--- src/rtl/cpu_types_pkg.sv ---
// cpu_types_pkg: shared datapath word type and MEM-stage state encoding
package cpu_types_pkg;
  localparam int WORD_W = 32;
  typedef logic [WORD_W-1:0] word_t;
  typedef enum logic [1:0] {IDLE, ACCESS, DONE} memstate_t;
endpackage

--- src/rtl/mem_access_unit_link_reg.sv ---
// link_reg: LL/SC reservation register with set, clear and word-address match
module link_reg #(
  parameter int WORD_W = 32
) (
  input  logic              CLK,
  input  logic              nRST,
  input  logic              ll_done_i,
  input  logic              sc_done_i,
  input  logic              sw_done_i,
  input  logic [WORD_W-1:0] addr_i,
  input  logic              snoop_inv_i,
  input  logic [WORD_W-1:0] snoop_addr_i,
  output logic              link_valid_o,
  output logic [WORD_W-1:0] link_addr_o
);
  logic              valid_q, valid_d;
  logic [WORD_W-1:0] addr_q, addr_d;
  logic              snoop_old, snoop_new, sw_hit;
  // A completing LL survives a same-cycle snoop unless that snoop hits the newly linked word
  always_comb begin
    snoop_old = snoop_inv_i & (snoop_addr_i[WORD_W-1:2] == addr_q[WORD_W-1:2]);
    snoop_new = snoop_inv_i & (snoop_addr_i[WORD_W-1:2] == addr_i[WORD_W-1:2]);
    sw_hit    = sw_done_i & (addr_i[WORD_W-1:2] == addr_q[WORD_W-1:2]);
    addr_d    = ll_done_i ? addr_i : addr_q;
    valid_d   = ll_done_i ? ~snoop_new : valid_q & ~(sc_done_i | sw_hit | snoop_old);
  end
  // Reservation state
  always_ff @(posedge CLK or negedge nRST) begin
    if (!nRST) begin
      valid_q <= 1'b0;
      addr_q  <= '0;
    end else begin
      valid_q <= valid_d;
      addr_q  <= addr_d;
    end
  end
  assign link_valid_o = valid_q;
  assign link_addr_o  = addr_q;
endmodule

--- src/rtl/mem_access_unit.sv ---
// mem_access_unit: MEM-stage dcache request controller feeding the MEM/WB latch
module mem_access_unit #(
  parameter int WORD_W  = 32,
  parameter bit LINK_EN = 1'b1
) (
  input  logic              CLK,
  input  logic              nRST,
  input  logic              valid_in,
  input  logic              MemRead_in,
  input  logic              MemWrite_in,
  input  logic              ll_in,
  input  logic              sc_in,
  input  logic [WORD_W-1:0] addr_in,
  input  logic [WORD_W-1:0] store_in,
  input  logic              pipe_en,
  input  logic              dhit,
  input  logic [WORD_W-1:0] dmemload,
  input  logic              snoop_inv,
  input  logic [WORD_W-1:0] snoop_addr,
  output logic              dmemREN,
  output logic              dmemWEN,
  output logic [WORD_W-1:0] dmemaddr,
  output logic [WORD_W-1:0] dmemstore,
  output logic [WORD_W-1:0] wdat_out,
  output logic              mem_stall,
  output logic              mem_done
);
  import cpu_types_pkg::*;
  memstate_t         state_q, state_d;
  logic [WORD_W-1:0] hold_q, hold_d, result, link_addr;
  logic              link_valid, op, sc_fail, req, fail_done, complete, done_now;
  // Requests are combinational for zero-latency hits; gating with nRST drops them the instant reset asserts
  always_comb begin
    op        = valid_in & (MemRead_in | MemWrite_in);
    sc_fail   = LINK_EN & sc_in & ~(link_valid & (link_addr[WORD_W-1:2] == addr_in[WORD_W-1:2]));
    req       = nRST & (state_q != DONE) & op & ~sc_fail;
    fail_done = nRST & (state_q != DONE) & op & sc_fail;
    complete  = req & dhit;
    done_now  = complete | fail_done;
    result    = complete ? (MemRead_in ? dmemload : WORD_W'(LINK_EN & sc_in)) : '0;
    dmemREN   = req & MemRead_in;
    dmemWEN   = req & MemWrite_in;
    dmemaddr  = req ? addr_in : '0;
    dmemstore = req ? store_in : '0;
    wdat_out  = (state_q == DONE) ? hold_q : result;
    mem_stall = req & ~dhit;
    mem_done  = (state_q == DONE) | done_now;
    hold_d    = done_now ? result : hold_q;
    state_d   = ((state_q == DONE) | done_now) ? (pipe_en ? IDLE : DONE) : (req ? ACCESS : IDLE);
  end
  // Access state and captured write-back value
  always_ff @(posedge CLK or negedge nRST) begin
    if (!nRST) begin
      state_q <= IDLE;
      hold_q  <= '0;
    end else begin
      state_q <= state_d;
      hold_q  <= hold_d;
    end
  end
  link_reg #(.WORD_W(WORD_W)) u_link (
    .CLK         (CLK),
    .nRST        (nRST),
    .ll_done_i   (LINK_EN & complete & ll_in),
    .sc_done_i   (LINK_EN & done_now & sc_in),
    .sw_done_i   (LINK_EN & complete & MemWrite_in),
    .addr_i      (addr_in),
    .snoop_inv_i (snoop_inv),
    .snoop_addr_i(snoop_addr),
    .link_valid_o(link_valid),
    .link_addr_o (link_addr)
  );
endmodule

--- config.mk ---
export PLATFORM = sky130hd
export DESIGN_NAME = mem_access_unit
export DESIGN_NICKNAME = d
export VERILOG_FILES = /design/src/rtl/cpu_types_pkg.sv /design/src/rtl/mem_access_unit_link_reg.sv /design/src/rtl/mem_access_unit.sv
export SDC_FILE = /design/constraint.sdc
export NUM_CORES = 1
export LEC_CHECK = 0
export CELL_PAD_IN_SITES_DETAIL_PLACEMENT = 1
export CELL_PAD_IN_SITES_GLOBAL_PLACEMENT = 1
export CORE_MARGIN = 2
export CORE_UTILIZATION = 49
export CTS_BUF_LIST = sky130_fd_sc_hd__clkbuf_4
export DETAILED_ROUTE_END_ITERATION = 8
export DONT_BUFFER_PORTS = 1
export GPL_TIMING_DRIVEN = 0
export HOLD_SLACK_MARGIN = 0.08
export PLACE_DENSITY_LB_ADDON = 0.15
export SETUP_SLACK_MARGIN = 0.3
export SYNTH_ARGS = -nofsm -noshare
export SYNTH_HDL_FRONTEND = slang
export SYNTH_SLANG_ARGS = --single-unit
--- constraint.sdc ---
create_clock -name CLK -period 3 [get_ports CLK]
set_input_delay 0.45 -clock CLK [delete_from_list [all_inputs] [get_ports CLK]]
set_output_delay 0.45 -clock CLK [all_outputs]
set_load 0.01 [all_outputs]
# == Word-level counts from Yosys, hierarchy flattened ==
# Cells that the tools add are included.
# classes
mux,9
bitwise,28
eq_ne,6
# op_table
op,count
32-bit two-way mux,5
30-bit == test,4
1-bit AND,18
1-bit NOT,5
1-bit bitwise OR,5
2-bit two-way mux,2
2-bit == test (second input constant),1
1-bit two-way mux,2
2-bit != test (second input constant),1
# totals
ff_bits,67
in_bits,138

# == Longest topological paths before layout ==
# logic_depth
ltp_word,14
mapped_depth,9
mapped_depth_nobuf,6

# == Cells and area by module ==
# From an unflattened synthesis, not the netlist that was laid out.
# unflattened
cells_unflattened,440
area_unflattened_um2,4635.7
# by_module_without_submodules
mod,cells_per_inst,seq_area_each_um2,instances,area_each_um2
mem_access_unit,248,850.8,1,2433.6
link_reg,192,825.8,1,2202.1

# == Worst setup path before layout ==
# OpenSTA, ideal clock, no wires.
# synth_path
kind,input -> output
start,input port addr_in[24]
end,output port wdat_out[19]
cell_stages,8
t_required_ns,2.550
slack_ns,0.359
path_buffers,2
t_arrival_ns,2.191
cell_sequence,xor2_1 -> nor4_1 -> nand4_1 -> o31a_1 -> buf_6 -> nor4_4 -> buf_6 -> a22o_1
# synth_via
elab_chain_len,9
# synth_rtl
element,line,source
"start, declared",mem_access_unit.sv:13,"input logic [WORD_W-1:0] addr_in,"
30-bit == test,mem_access_unit.sv:35,sc_fail = LINK_EN & sc_in & ~(link_valid & (link_addr[WORD_W-1:2] == addr_in[WORD_W-1:2]));
1-bit AND,mem_access_unit.sv:35,
1-bit NOT,mem_access_unit.sv:35,
1-bit AND,mem_access_unit.sv:35,
1-bit NOT,mem_access_unit.sv:36,req = nRST & (state_q != DONE) & op & ~sc_fail;
1-bit AND,mem_access_unit.sv:36,
1-bit AND,mem_access_unit.sv:38,complete = req & dhit;
32-bit two-way mux,mem_access_unit.sv:40,result = complete ? (MemRead_in ? dmemload : WORD_W'(LINK_EN & sc_in)) : '0;
32-bit two-way mux,mem_access_unit.sv:45,wdat_out = (state_q == DONE) ? hold_q : result;
"end, declared",mem_access_unit.sv:24,"output logic [WORD_W-1:0] wdat_out,"
# No other way between the ends.

# == Worst setup path in the final report ==
# layout_path
start,"register u_link.addr_q[6], in the netlist u_link.link_addr_o[6]"
end,"register u_link.valid_q, in the netlist u_link.link_valid_o"
# layout_via
elab_chain_len,14
elab_cells_between_ends,21
# layout_rtl
element,line,source
"start, declared",mem_access_unit_link_reg.sv:17,"logic [WORD_W-1:0] addr_q, addr_d;"
"start signal, assigned",mem_access_unit_link_reg.sv:34,addr_q <= addr_d;
30-bit == test,"mem_access_unit_link_reg.sv:23, mem_access_unit.sv:35",
1-bit AND,mem_access_unit.sv:35,
1-bit NOT,mem_access_unit.sv:35,
1-bit AND,mem_access_unit.sv:35,
1-bit NOT,mem_access_unit.sv:36,
1-bit AND,mem_access_unit.sv:36,
1-bit AND,mem_access_unit.sv:38,
1-bit bitwise OR or 1-bit AND (tied branches),"mem_access_unit.sv:39, mem_access_unit.sv:66",
"1-bit AND, on equally long branches","mem_access_unit.sv:65, mem_access_unit_link_reg.sv:23",
1-bit bitwise OR (2 in a row),mem_access_unit_link_reg.sv:25,valid_d = ll_done_i ? ~snoop_new : valid_q & ~(sc_done_i | sw_hit | snoop_old);
1-bit NOT,mem_access_unit_link_reg.sv:25,
1-bit AND,mem_access_unit_link_reg.sv:25,
1-bit two-way mux *,mem_access_unit_link_reg.sv:25,
via u_link.valid_d,mem_access_unit_link_reg.sv:16,"logic valid_q, valid_d;"
"end signal, assigned",mem_access_unit_link_reg.sv:33,valid_q <= valid_d;
"end, declared",mem_access_unit_link_reg.sv:16,
# Mark *: on every way through the listed nets, which the timed path passes. The rest lies on a longest branch.
# A chain may end at the register's enable or synchronous reset.

==> key figures <==
Clock tree
  • Reg clk slew, reported paths: 0.15 ns
  • Inserted Clock Buffers: 9
  • Clk_lat worst skew: 0.47 ns
  • Root Buffer: clkbuf_4
  • Htree depth: 3
  • CTS max path bufs: 2
  • # clock sinks: 65
  • CTS tree: done

Floorplanning
  • Core box area: 8680 um^2
  • Die Area: 9630 um^2
  • Initial Util: between 50% and 60%
  • # IOs: 238
  • Die span in x: about 100 um
  • FP Rows: 34
  • Die height: 98.1 um

STA
  • Clock Skew: 0.0336 ns
  • Setup TNS: -36.98 ns
  • Max Fclk: between 200 and 300 MHz
  • Slew @ Worst Pin: 0.722 ns
  • Final period util: 116%
  • RSZ-0062 raised after global routing: true
  • Max-Slew Margin vs Limit: 51.9%
  • WHS: 0.104 ns
  • Fin. max-slew vios: 0
  • Tmin final: 3.47 ns
  • Final setup fails: 101
  • Hold Vio Cnt, Final: 0
  • Final worst setup slack: -0.466 ns

Drt
  • Antenna-violating nets left: 0
  • # DRC: 0
  • Total Wirelength: ~19 mm
  • Drt first-iter violations: 213
  • Avg WL per Cell: around 34 um
  • DR vias: 3784
  • 1st-pass router iterations: 8
  • Via density: 6.67

Synth
  • Post-synthesis cell area: between 4000 and 5000 um^2
  • Synthesis-stage register bit count: between 60 and 70
  • Ys flop type: dfrtp_1
  • Count leader, synth: dfrtp_1
  • Mux cell area share after synthesis: between 8 and 9%
  • Post-Synth Simple-Gate Area: approximately 16%
  • Synth Area in Compound Gates: 15.9%
  • Synthesized area per cell: 11.0 um^2
  • Synth Area in XOR/XNOR: 18.2%
  • Synth area leaders: dfrtp_1 (37%), a22o_2 (12%), xnor2_1 (10%)
  • Post-Synthesis Cells: 395
  • Synthesized Nets: 533
  • Asr flop ratio synth: between 90% and 100%
  • Synth top cells by count: dfrtp_1 (65), and2_1 (64), a22o_2 (54)
  • Post-Synth Adder-Cell Area: 0%
  • Post-synthesis sequential area ratio: 37.5%
  • Post-synth EDFFs: 0
  • Synth top area share: 37.5%
  • Largest family of logic cells by synthesized area: XOR/XNOR gates
  • Synth cell types: 33
  • Cell taking the most area after synthesis: dfrtp_1
  • Yosys warnings: 0

Global routing
  • Pin count of the biggest net entering global routing: 66
  • First-pass GRT wire length: 23.3 mm
  • Vias in the first global route: 3893
  • Total Routing Usage GR: 32.5%
  • Initial antenna violation count: 0
  • Total grt overflow: 0

Place
  • Port Buffers: 0
  • RD Place Congestion: 0.806
  • DP HPWL: 10.8 mm
  • Placed cell area: approximately 4500 um^2

Worst setup path
  • Slowest stage delay, CP: about 0.48 ns
  • Critical path arrival: 3.80 ns
  • WS Path Type: reg2reg
  • Crit Path Max Fanout: 2
  • R2R depth: 16
  • Crit. End Element: flop
  • Critical Path Slowest Stage Cell: nor4_2
  • Worst Path Required: 3.34 ns
  • Most frequent CP cell: buf_6
  • Element type at the critical path start: flop
  • Critical Path, Cell by Cell: xor2_1 -> nor4_2 -> nand4_1 -> buf_4 -> buf_6 -> buf_6 -> buf_6 -> buf_6 -> buf_6 -> buf_6 -> buf_6 -> buf_6 -> buf_6 -> or4_4 -> a221oi_4 -> o22ai_2

Layout
  • Area grow syn2layout: 38.9%
  • # fillers: slightly above 800
  • Final net count: about 590
  • Final Cell Area: between 6000 and 7000 um^2
  • Fraction of layout instances using a drive strength above 1: between 50 and 60%
  • Final core utilization: 69.5%
  • Ant diodes: 0

Pwr
  • VDD IR max: 206 uV
  • Leak: 0.00283 uW
  • Pwr Density: 466 nW/um^2

Run
  • Maxcap violations: 0

Run status
  • Status: complete, but fails checks
  • Failing checks: setup timing

Min path
  • Hold crit path type: in2reg
  • Hold Path Depth: 1
==> sequential cells by signal, summed over array words and instances (netlist names) <==
| name | count |
|---|---|
| u_link.link_addr_o | 30 |
| u_link.link_valid_o | 1 |
| state_q | 2 |
| hold_q | 32 |
==> placed cells by master, fill, tap and decap left out, drive strengths merged <==
master        n
nor2          3
nand4        15
o21ai         1
buf          58
dfrtp        65
clkinvlp      2
inv           5
nor4         11
a22o         62
o311ai        1
clkbuf       21
nor3          4
nand2         3
a32o          2
and2         64
dlygate4sd3   2
a21oi         2
xor2         38
dlygate4sd1   2
nand4b        1
or4           3
mux2         31
o41ai         1
o22ai         1
nor2b         1
nand3         2
a221oi        1
nand2b        1
bufinv        3
o31a          1
xnor2        52
==> routing by layer <==
layer | share of wire, % | track usage, % | routed length [um]
met5 | 0 | 0 | 0
met3 | 7.8 | 6.94 | 1500
met1 | 35 | 37.3 | 6780
met2 | 52 | 58.7 | 10200
met4 | 4.7 | 13.7 | 909
==> report_power, final <==
| group | total, uW | switching [uW] | internal [uW] |
|---|---|---|---|
| logic | 805 | 366 | 440 |
| clock network | 839 | 405 | 434 |
| registers | 1170 | 159 | 1010 |
| total | 2810 | 929 | 1880 |
==> cell type report <==
type | count | area (um^2) | area share [%]
inverter | 4 | 15.0 | 0.249
multi-input combinational | 301 | 3130 | 51.9
clock inverter | 6 | 114 | 1.89
timing repair buffer | 48 | 578 | 9.58
clock buffer | 10 | 75.1 | 1.24
buffer | 25 | 358 | 5.93
tap | 108 | 135 | 2.24
sequential | 65 | 1630 | 27.0
==> path summary, 6_finish.rpt <==
check                                              end                   from  slack (ns)
worst max-delay path               u_link.link_valid_o  u_link.link_addr_o[6]       -0.47
worst min-delay path                        hold_q[26]           dmemload[26]        0.10
worst max register to register     u_link.link_valid_o  u_link.link_addr_o[6]       -0.47
worst min register to register               hold_q[7]              hold_q[7]        0.55
max in group asynchronous       u_link.link_addr_o[26]                   nRST        2.12
min in group asynchronous                   hold_q[26]                   nRST        0.54
==> per-stage QoR <==
stage | cells | total power [uW] | setup slack (ns)
after detailed placement | 503 | 1680 | -0.402
after global placement | 503 | 1650 | -0.303
after CTS | 550 | 2580 | -0.222
after global routing | 567 | 2900 | -0.532
after floorplan | 395 | 1550 | 0.359
final | 567 | 2810 | -0.466
==> critical path, delay by kind of cell (launching register included) <==
| family | cells | cell delay (ns) |
|---|---|---|
| flops | 1 | 0.42 |
| buf+inv | 10 | 1.14 |
| compound gates | 2 | 0.46 |
| xor+xnor | 1 | 0.17 |
| simple gates | 3 | 1.16 |
==> kinds of logic (layout without fill, tap and decap cells) <==
group	count (synthesis)	in the layout
multiplexers	31	31
XOR/XNOR	90	90
AO/OA/AOI/OAI	72	72
buffers and inverters	29	93
flip-flops	65	65
AND/OR/NAND/NOR	108	108
==> timing repair <==
item                                    CTS  global route
hold buffers                              3             0
resized for setup                       147            76
pin swaps                                54            39
endpoints found under the setup margin  127           153
gates cloned                              5             6
setup buffers                            23            11
hold endpoints to repair                 66             0
No activity file was read; power rests on OpenSTA's default activity.
